$ cat src/rtl/divider_pkg.sv
// Shared types and constants for the divider result BCD stage.
package divider_pkg;

  typedef logic [1:0] state_t;

  localparam state_t IDLE    = 2'd0;
  localparam state_t CONVERT = 2'd1;
  localparam state_t HOLD    = 2'd2;

  localparam int         BCD_DIGIT_W    = 4;
  localparam logic [3:0] BCD_ADJ_THRESH = 4'd5;
  localparam logic [3:0] BCD_ADJ_ADD    = 4'd3;

endpackage

$ cat src/rtl/bcd_add3.sv
// Double-dabble digit correction: a BCD digit of 5 or more gets +3 (mod 16)
// so the following left shift carries correctly into the next digit.
module bcd_add3
  import divider_pkg::*;
(
  input  logic [3:0] digit,
  output logic [3:0] adjusted
);

  assign adjusted = (digit >= BCD_ADJ_THRESH) ? digit + BCD_ADJ_ADD : digit;

endmodule

$ cat src/rtl/divider_result_bcd.sv
// Captures divider quotient/remainder and converts both to packed BCD by
// sequential double-dabble. Define BCD_BLANK_EN to add leading-zero blank masks.
module divider_result_bcd
  import divider_pkg::*;
#(
  parameter int SIZE   = 2,
  parameter int DIGITS = 1
) (
  input  logic                            clk,
  input  logic                            reset,
  input  logic                            done,
  input  logic                            error,
  input  logic [SIZE-1:0]                 quotient,
  input  logic [SIZE-1:0]                 remainder,
  output logic [BCD_DIGIT_W*DIGITS-1:0]   q_bcd,
  output logic [BCD_DIGIT_W*DIGITS-1:0]   r_bcd,
  output logic                            bcd_valid,
  output logic                            div_err,
  output logic                            busy
`ifdef BCD_BLANK_EN
  ,
  output logic [DIGITS-1:0]               q_blank,
  output logic [DIGITS-1:0]               r_blank
`endif
);

  localparam int BW = BCD_DIGIT_W * DIGITS;
  localparam int CW = $clog2(SIZE + 1);

  state_t          state;
  logic [SIZE-1:0] q_sh;
  logic [SIZE-1:0] r_sh;
  logic [BW-1:0]   q_acc;
  logic [BW-1:0]   r_acc;
  logic [BW-1:0]   q_adj;
  logic [BW-1:0]   r_adj;
  logic [BW-1:0]   q_acc_next;
  logic [BW-1:0]   r_acc_next;
  logic [CW-1:0]   cnt;
  logic            evt_d;
  logic            accept;
  logic            finish;
  logic            unused_top;

  genvar g;
  generate
    for (g = 0; g < DIGITS; g++) begin : g_adj
      bcd_add3 u_q_add3 (
        .digit   (q_acc[g*BCD_DIGIT_W +: BCD_DIGIT_W]),
        .adjusted(q_adj[g*BCD_DIGIT_W +: BCD_DIGIT_W])
      );
      bcd_add3 u_r_add3 (
        .digit   (r_acc[g*BCD_DIGIT_W +: BCD_DIGIT_W]),
        .adjusted(r_adj[g*BCD_DIGIT_W +: BCD_DIGIT_W])
      );
    end
  endgenerate

  // The adjusted MSB is always shifted out; the DIGITS sizing rule keeps it zero.
  assign unused_top = q_adj[BW-1] ^ r_adj[BW-1];
  assign q_acc_next = {q_adj[BW-2:0], q_sh[SIZE-1]};
  assign r_acc_next = {r_adj[BW-2:0], r_sh[SIZE-1]};

  // Only a rising edge of done|error is an event; levels held high do not re-trigger.
  assign accept = (done | error) & ~evt_d & (state != CONVERT);
  assign finish = (state == CONVERT) && (cnt == CW'(1));

  always_ff @(posedge clk) begin
    if (reset) begin
      state     <= IDLE;
      q_sh      <= '0;
      r_sh      <= '0;
      q_acc     <= '0;
      r_acc     <= '0;
      cnt       <= '0;
      evt_d     <= 1'b0;
      q_bcd     <= '0;
      r_bcd     <= '0;
      bcd_valid <= 1'b0;
      div_err   <= 1'b0;
      busy      <= 1'b0;
    end else begin
      evt_d <= done | error;
      if (state == CONVERT) begin
        q_acc <= q_acc_next;
        r_acc <= r_acc_next;
        q_sh  <= {q_sh[SIZE-2:0], 1'b0};
        r_sh  <= {r_sh[SIZE-2:0], 1'b0};
        cnt   <= cnt - 1'b1;
        if (finish) begin
          q_bcd     <= q_acc_next;
          r_bcd     <= r_acc_next;
          bcd_valid <= 1'b1;
          busy      <= 1'b0;
          state     <= HOLD;
        end
      end else if (accept) begin
        if (error) begin
          q_bcd     <= '0;
          r_bcd     <= '0;
          bcd_valid <= 1'b1;
          div_err   <= 1'b1;
          busy      <= 1'b0;
          state     <= HOLD;
        end else begin
          q_sh      <= quotient;
          r_sh      <= remainder;
          q_acc     <= '0;
          r_acc     <= '0;
          cnt       <= CW'(SIZE);
          bcd_valid <= 1'b0;
          div_err   <= 1'b0;
          busy      <= 1'b1;
          state     <= CONVERT;
        end
      end
    end
  end

`ifdef BCD_BLANK_EN
  logic [DIGITS-1:0] q_blank_next;
  logic [DIGITS-1:0] r_blank_next;
  logic [DIGITS-1:0] err_blank;
  logic              q_run;
  logic              r_run;

  // Walk down from the top digit; a digit blanks while everything above it is zero.
  always_comb begin
    q_blank_next = '0;
    r_blank_next = '0;
    err_blank    = '1;
    err_blank[0] = 1'b0;
    q_run        = 1'b1;
    r_run        = 1'b1;
    for (int i = DIGITS - 1; i >= 1; i--) begin
      q_run           = q_run & (q_acc_next[i*BCD_DIGIT_W +: BCD_DIGIT_W] == '0);
      r_run           = r_run & (r_acc_next[i*BCD_DIGIT_W +: BCD_DIGIT_W] == '0);
      q_blank_next[i] = q_run;
      r_blank_next[i] = r_run;
    end
  end

  always_ff @(posedge clk) begin
    if (reset) begin
      q_blank <= '0;
      r_blank <= '0;
    end else if (finish) begin
      q_blank <= q_blank_next;
      r_blank <= r_blank_next;
    end else if (accept && error) begin
      q_blank <= err_blank;
      r_blank <= err_blank;
    end
  end
`endif

endmodule
$ cat config.mk
export PLATFORM = sky130hd
export DESIGN_NAME = divider_result_bcd
export DESIGN_NICKNAME = d
export VERILOG_FILES = /design/src/rtl/divider_pkg.sv /design/src/rtl/bcd_add3.sv /design/src/rtl/divider_result_bcd.sv
export SDC_FILE = /design/constraint.sdc
export NUM_CORES = 1
export LEC_CHECK = 0
export CAP_MARGIN = 20
export CORE_AREA = 8 8 59 61
export CTS_CLUSTER_SIZE = 28
export DETAILED_ROUTE_END_ITERATION = 8
export DIE_AREA = 0 0 67 69
export PLACE_DENSITY = 0.72
export SYNTH_ARGS = -nofsm -noshare
export SYNTH_HDL_FRONTEND = slang
export SYNTH_SLANG_ARGS = --single-unit
$ cat constraint.sdc
create_clock -name clk -period 2.78 [get_ports clk]
set_input_delay 0.556 -clock clk [delete_from_list [all_inputs] [get_ports clk]]
set_output_delay 0.556 -clock clk [all_outputs]
set_load 0.05 [all_outputs]
==> summary.md, run 1 <==
| Metric | Value |
|---|---|
| Register area | 540.5 µm² |
| Top cell type's share of synthesized area | 0.4467 |
| First-pass GRT wire length | 4381 µm |
| Synth area leader | dfxtp_1 |
| I/O Buffers | 18 |
| Area post-placement | 1404 µm² |
| Die Ht | 69 µm |
| Initial antenna violation count | 0 |
| CTS resizes | 0 |
| Num rows | 19 |
| Final Skew | 0.002162 ns |
| Worst rel slew slack | 0.5688 |
| M3 GR Usage | 0.03554 |
| CTS Root Cell | clkbuf_4 |
| Grt ovf | 0 |
| Routed wire length | 2536 µm |
| Syn Nets | 146 |
| Diodes inserted | 0 |
| Leak | 0.5100 nW |
| Per-cell routed wire length | 14.01 µm |
| Vias per std cell | 5.492 |
| Register area share after synthesis | 0.4467 |
| Syn-to-layout area delta | 18.20% |
| Crit path max fanout | 5 |
| DR iter-0 viols | 45 |
| GRT Total Usage | 0.1170 |
| Post-CTS Hold Buffers | 0 |
| Startpoint type of the worst setup path | register |
| Setup Crit Path Kind | register to primary output |
| Gpl congestion | 0.7135 |
| Minimum clock period | 2.147 ns |
| Total negative slack | 0 ns |
| Fmax | 465.7 MHz |
| Worst Path Buf+Inv | 1 |
| Bufs on Longest Clock Path | 2 |
| Core area | 2615 µm² |
| Max cap viols | 0 |
| Critical Path Max Stage Delay | 0.84 ns |
| Post-CTS setup buffer count | 0 |
| Pre-Repair DR Iteration Count | 4 |
| Area fraction in compound gates after synthesis | 0.1923 |
| Worst vdd ir | 367.8 µV |
| Via count | 994 |
| Post-Syn Area | 1210 µm² |
| Post-Synth Simple-Gate Area | 0.2099 |
| Largest net degree at the start of global routing | 18 |
| Slack of the worst reg-to-reg path | 1.06 ns |
| Critical path origin | state[0] |
| Status | finished, final reports clean |
| Hold Startpoint | cnt[1] |
| Multi-input logic area | 606.8 µm² |
| Met1 Use GR | 0.1416 |
| Main combinational cell family by area after synthesis | simple AND/OR/NAND/NOR gates |
| Fillers | 256 |
| CP endpoint kind | primary output |
| Die Area | 4623 µm² |
| P per Cell Area | 465.3 nW/µm² |
| Most common cell after layout, fill and taps aside | dfxtp_1 |
| Post-route clock period utilization | 0.7724 |
| Final setup viols | 0 |
| Hold Crit Class | register to register |
| Final Instance Area | 1430 µm² |
| CP Data Required Time | 2.22 ns |
| Final non-filler cell total | 181 |
| CTS buffer count | 3 |
| DRC Markers | 0 |
| Multiplexer area fraction after synthesis | 0.03309 |
| CP top delay family | buffers and inverters |
| Net count, final | 164 |
| Yosys reg bits | 27 |
| Commonest cells after routing, fill and taps aside | dfxtp_1 (27), clkdlybuf4s50_1 (18), nor2_1 (16), nand2_1 (11), a21oi_1 (9) |
| Final Hold Viols | 0 |
| Least-Margin Pin Slew | 0.6448 ns |
| Worst r2r src | cnt[1] |
| CP Data Arrival Time | 1.59 ns |
| CP cell instances | clkdlybuf4s50_1 |
| Vias in the first global route | 996 |
| Dpl hpwl | 1850 µm |
| Synth Area in Adders | 0.05171 |
| Initial Utilization | 0.4627 |
| Worst-skew pair later-pin latency | 0.33 ns |
| Pins Over Slew Limit | 0 |
| Synth area leaders | dfxtp_1 (45%), ha_1 (5.2%), a22oi_1 (5.0%) |
| RSZ-0062 raised after global routing | no |
| Dpl cells | 177 |
| Global Route met2 Usage | 0.1809 |
| Num Clock Sinks | 27 |
| IO Count | 19 |
| Busiest grt layer | met2 |
| H-tree lvl count | 1 |
| Layout cells sized above 1 | 0.05333 |
| Synth Area in XOR/XNOR | 0.01448 |
| Final Util | 0.5469 |
| Synth warn | 0 |
| Cell count after synthesis | 133 |
| Syn Area/Cell | 9.097 µm² |
| Die X | 67 µm |
| Clk slew on worst S/H paths | 0.14 ns |
| Unique masters post-synth | 28 |
| CP max-delay cell | clkdlybuf4s50_1 |
| TritonCTS clock tree | built |
| Antenna viol nets, final | 0 |
[synthesized netlist by cell type]
| library cell | number |
|---|---|
| a211o_1 | 2 |
| a211oi_1 | 3 |
| a21bo_1 | 1 |
| a21oi_1 | 9 |
| a22oi_1 | 8 |
| a31oi_2 | 1 |
| and2b_1 | 1 |
| and3_1 | 2 |
| and3b_1 | 1 |
| buf_2 | 2 |
| buf_4 | 1 |
| buf_6 | 1 |
| clkbuf_1 | 3 |
| dfxtp_1 | 27 |
| ha_1 | 5 |
| inv_1 | 6 |
| mux2i_1 | 4 |
| nand2_1 | 11 |
| nand2b_1 | 5 |
| nand3b_1 | 5 |
| nor2_1 | 16 |
| nor2_2 | 1 |
| nor3_1 | 3 |
| nor3b_4 | 1 |
| o21ai_0 | 4 |
| o31ai_1 | 6 |
| or4_1 | 2 |
| xnor2_1 | 2 |
[area by class of cell]
type,instances,area share
Tap cell,31,0.02712
Sequential cell,27,0.3780
Timing Repair Buffer,20,0.1365
Multi-Input combinational cell,93,0.4243
Inverter,6,0.01575
Clock buffer,4,0.01837
[kinds of logic (layout without fill, tap and decap cells)]
kind of cell    Yosys count  count (layout)
simple gates             48              48
mux                       4               4
xor+xnor                  2               2
fa+ha+maj                 5               5
buf+inv                  13              30
flops                    27              27
compound gates           34              34
[flip-flops by register name (all words and copies together) (netlist names), 2 cells and up]
signal	count
r_sh	2
q_acc	4
q_sh	2
r_acc	4
state	2
r_bcd	4
cnt	2
q_bcd	4
[through the flow]
stage                     total power [mW]  hold slack (ns)  worst slack, ns
after floorplan                     0.4737           0.4403            1.193
after global placement              0.5000           0.4506           0.7204
after detailed placement            0.5025           0.4748           0.6396
after CTS                           0.6726           0.4941           0.6218
after global routing                0.7008           0.5291           0.5854
final                               0.6654           0.4921           0.6327
[per-layer routing]
metal	vias up	wire (µm)
met5	-	0
met4	0	65
met3	7	176
met2	27	1196
met1	454	1098
li1	506	-
[worst paths after layout]
path                    to  cells past startpoint
setup / recovery      busy                      1
hold / removal      cnt[1]                      2
setup reg to reg  q_bcd[1]                      6
hold reg to reg     cnt[1]                      2
[power by group]
group	internal [mW]	total, mW	switching [mW]	leakage (nW)
Sequential	0.399	0.408	0.00884	0.219
Clock	0.0563	0.171	0.114	0.0150
Combinational	0.0348	0.0868	0.0519	0.276
Total	0.490	0.665	0.175	0.510
Power figures use the tool's default switching activity.
==> run 2, diff against run 1 <==
==> constraint.sdc (replaced) <==
create_clock -name clk -period 2.1 [get_ports clk]
set_input_delay 0.42 -clock clk [delete_from_list [all_inputs] [get_ports clk]]
set_output_delay 0.42 -clock clk [all_outputs]
set_load 0.05 [all_outputs]
==> summary.md, run 2 (synthesis results as in run 1) <==
| Metric | Value |
|---|---|
| Die Area | 4623 µm² |
| Most common cell after layout, fill and taps aside | dfxtp_1 |
| CP Data Arrival Time | 1.59 ns |
| Leak | 0.5145 nW |
| Diodes inserted | 0 |
| Routed wire length | 2618 µm |
| Per-cell routed wire length | 14.38 µm |
| Critical Path Max Stage Delay | 0.85 ns |
| Via count | 1000 |
| H-tree lvl count | 1 |
| Worst vdd ir | 477.9 µV |
| Fillers | 267 |
| Antenna viol nets, final | 0 |
| Register area | 540.5 µm² |
| Net count, final | 165 |
| Final WS setup | 0.08716 ns |
| Post-CTS setup buffer count | 0 |
| Minimum clock period | 2.013 ns |
| Critical path origin | state[0] |
| P per Cell Area | 610.3 nW/µm² |
| Commonest cells after routing, fill and taps aside | dfxtp_1 (27), clkdlybuf4s50_1 (18), nor2_1 (16), nand2_1 (11), a21oi_1 (9) |
| Max cap viols | 0 |
| Die X | 67 µm |
| DR iter-0 viols | 33 |
| Num rows | 19 |
| CP max-delay cell | clkdlybuf4s50_1 |
| Worst-skew pair later-pin latency | 0.32 ns |
| DP Worst Slack | 0.1309 ns |
| CTS Root Cell | clkbuf_4 |
| Grt ovf | 0 |
| CP cell instances | clkdlybuf4s50_1 |
| IO Count | 19 |
| Least-Margin Pin Slew | 0.5164 ns |
| Layout cells sized above 1 | 0.05960 |
| CP endpoint kind | primary output |
| Die Ht | 69 µm |
| Startpoint type of the worst setup path | register |
| Initial antenna violation count | 0 |
| Vias per std cell | 5.495 |
| Syn-to-layout area delta | 18.82% |
| Gpl congestion | 0.7223 |
| Status | finished, final reports clean |
| Clk slew on worst S/H paths | 0.13 ns |
| Pins Over Slew Limit | 0 |
| Post-CTS Hold Buffers | 0 |
| Dpl hpwl | 1949 µm |
| CP Data Required Time | 1.68 ns |
| Worst rel slew slack | 0.6547 |
| Total Power | 0.8774 mW |
| DRC Markers | 0 |
| First-pass GRT wire length | 4436 µm |
| Final Skew | 0.005357 ns |
| I/O Buffers | 18 |
| CTS resizes | 0 |
| Num Clock Sinks | 27 |
| RSZ-0062 raised after global routing | no |
| Pre-Repair DR Iteration Count | 4 |
| Final setup viols | 0 |
| Bufs on Longest Clock Path | 2 |
| Initial Utilization | 0.4627 |
| Worst r2r src | state[0] |
| Hold Startpoint | r_bcd[2] |
| Largest net degree at the start of global routing | 17 |
| Post-route clock period utilization | 0.9585 |
| Vias in the first global route | 991 |
| Core area | 2615 µm² |
| CP top delay family | buffers and inverters |
| CTS buffer count | 3 |
| Setup Crit Path Kind | register to primary output |
| Worst Path Buf+Inv | 1 |
| Fmax | 496.8 MHz |
| Crit path max fanout | 5 |
| Hold Crit Class | register to register |
| Worst hold slack | 0.4943 ns |
| GRT Total Usage | 0.1191 |
| Final Hold Viols | 0 |
| Multi-input logic area | 606.8 µm² |
| Total negative slack | 0 ns |
| TritonCTS clock tree | built |
[run 2: final timing paths]
kind	endpoint	slack [ns]	cells past startpoint
max	busy	0.09	1
min reg2reg	r_bcd[2]	0.49	2
min	r_bcd[2]	0.49	2
max reg2reg	r_bcd[2]	0.48	4
[run 2: tightest hold or removal path, delay by kind of cell (launching register included)]
family | cells | cell delay (ns)
and+or+nand+nor | 1 | 0.08
DFF | 1 | 0.33
AOI/OAI and AO/OA | 1 | 0.06
[run 2: area by class of cell]
type,instances,share of cell area
multi-input combinational,93,0.4221
sequential,27,0.3760
tap,31,0.02698
clock buffer,4,0.01828
timing repair buffer,21,0.1410
inverter,6,0.01567
[run 2: routing by layer]
metal	vias up	share of wire	wire length, µm	global-route usage
met5	-	0	0	0
met4	0	0.016	43	0.04186
met3	6	0.056	147	0.02746
met2	26	0.48	1266	0.2011
met1	464	0.44	1160	0.1403
li1	504	-	-	-
[run 2: through the flow]
step | cell area (µm²) | cells | utilization
floorplan | 1210 | 133 | -
global placement | 1411 | 178 | 0.5397
detailed placement | 1411 | 178 | 0.5397
CTS | 1438 | 182 | 0.5498
global route | 1438 | 182 | 0.5498
finish | 1438 | 182 | 0.5498
[run 2: report_power, final]
part	switching [mW]	internal, mW	leakage (nW)
registers	0.0120	0.528	0.219
clock network	0.145	0.0743	0.0150
logic	0.0704	0.0479	0.280
==> run 3, diff against run 2 <==
==> constraint.sdc (replaced) <==
create_clock -name clk -period 2.3 [get_ports clk]
set_input_delay 0.46 -clock clk [delete_from_list [all_inputs] [get_ports clk]]
set_output_delay 0.46 -clock clk [all_outputs]
set_load 0.05 [all_outputs]
==> summary.md, run 3 (synthesis results as in run 1) <==
| Metric | Value |
|---|---|
| Post-route clock period utilization | 0.8852 |
| Worst r2r src | cnt[1] |
| Initial antenna violation count | 0 |
| GRT Total Usage | 0.1232 |
| DP Worst Slack | 0.2870 ns |
| Diodes inserted | 0 |
| Hold Startpoint | q_bcd[2] |
| Via count | 1012 |
| DRC Markers | 0 |
| Routed wire length | 2642 µm |
| RSZ-0062 raised after global routing | no |
| Register area | 540.5 µm² |
| Max cap viols | 0 |
| Slack of the worst reg-to-reg path | 0.53 ns |
| Worst rel slew slack | 0.5553 |
| Status | finished, final reports clean |
| Worst Path Buf+Inv | 1 |
| Num rows | 19 |
| Core area | 2615 µm² |
| Initial Utilization | 0.4627 |
| Vias in the first global route | 1090 |
| Antenna viol nets, final | 0 |
| Worst vdd ir | 411.1 µV |
| Leak | 0.5100 nW |
| Multi-input logic area | 606.8 µm² |
| Die X | 67 µm |
| Dpl hpwl | 1948 µm |
| Hold Path Depth | 2 |
| Num Clock Sinks | 27 |
| CP Data Arrival Time | 1.58 ns |
| Fillers | 249 |
| Least-Margin Pin Slew | 0.6650 ns |
| DR iter-0 viols | 68 |
| Commonest cells after routing, fill and taps aside | dfxtp_1 (27), clkdlybuf4s50_1 (18), nor2_1 (16), nand2_1 (11), a21oi_1 (9) |
| I/O Buffers | 18 |
| Crit path max fanout | 5 |
| CP max-delay cell | clkdlybuf4s50_1 |
| First-pass GRT wire length | 4664 µm |
| Syn-to-layout area delta | 18.20% |
| Layout cells sized above 1 | 0.05333 |
| Setup Crit Path Kind | register to primary output |
| Reg2reg path depth | 6 |
| Bufs on Longest Clock Path | 2 |
| Largest net degree at the start of global routing | 17 |
| Final WS setup | 0.2639 ns |
| TritonCTS clock tree | built |
| Post-CTS Hold Buffers | 0 |
| Grt ovf | 0 |
| Final Skew | 0.003382 ns |
| CP top delay family | buffers and inverters |
| IO Count | 19 |
| Post-CTS setup buffer count | 0 |
| Hold Crit Class | register to register |
| Vias per std cell | 5.591 |
| Fmax | 491.1 MHz |
| R2R Path End | q_bcd[1] |
| Die Ht | 69 µm |
| Clk slew on worst S/H paths | 0.14 ns |
| CP Data Required Time | 1.84 ns |
| Net count, final | 164 |
| Final Hold Viols | 0 |
| Die Area | 4623 µm² |
| CTS buffer count | 3 |
| Minimum clock period | 2.036 ns |
| Pre-Repair DR Iteration Count | 4 |
| Pins Over Slew Limit | 0 |
| P per Cell Area | 563.4 nW/µm² |
| Hold Path Sink | q_bcd[2] |
| Startpoint type of the worst setup path | register |
| Final setup viols | 0 |
| CP endpoint kind | primary output |
| Gpl congestion | 0.7273 |
| CTS resizes | 0 |
| CP cell instances | clkdlybuf4s50_1 |
| H-tree lvl count | 1 |
| Total negative slack | 0 ns |
| Per-cell routed wire length | 14.60 µm |
| Most common cell after layout, fill and taps aside | dfxtp_1 |
| CTS Root Cell | clkbuf_4 |
| Worst-skew pair later-pin latency | 0.33 ns |
| Critical Path Max Stage Delay | 0.84 ns |
==> run 3: changes by cell type in the layout (fill, tap and decap cells not counted), sizes merged <==
cell,previous run,this run
buf,3,2
==> run 3: power breakdown <==
part / leakage [nW] / internal (mW) / switching [mW]
logic: 0.276 / 0.0422 / 0.0646
registers: 0.219 / 0.482 / 0.0108
clock network: 0.0150 / 0.0681 / 0.138
==> run 3: layout make-up <==
cell class | count | share of cell area
multi-input cells | 93 | 0.4243
inverters | 6 | 0.01575
flip-flops and latches | 27 | 0.3780
well taps | 31 | 0.02712
clock buffers | 4 | 0.01837
repair buffers | 20 | 0.1365
==> run 3: worst max path at each step <==
stage,from,endpoint,cells after the start
floorplan,state[0],q_bcd[2],5
global placement,error,r_acc[3],5
detailed placement,error,r_acc[3],5
CTS,state[0],busy,1
global route,state[0],busy,1
finish,state[0],busy,1
==> run 3: through the flow <==
stage                     cell area (µm²)  cells    util  hold WS [ns]  total power [mW]
after detailed placement             1404    177  0.5368        0.4767            0.6095
after CTS                            1430    181  0.5469        0.4987            0.8176
final                                1430    181  0.5469        0.4942            0.8057
after global routing                 1430    181  0.5469        0.5309            0.8450
after global placement               1404    177  0.5368        0.4520            0.6045
after floorplan                      1210    133       -        0.4403            0.5726
==> run 3: metal layers <==
| layer | vias up | share of wire | GRT usage |
|---|---|---|---|
| met5 | - | 0 | 0 |
| met4 | 0 | 0.027 | 0.06512 |
| met3 | 7 | 0.051 | 0.02585 |
| met2 | 26 | 0.49 | 0.2032 |
| met1 | 477 | 0.43 | 0.1419 |
| li1 | 502 | - | - |
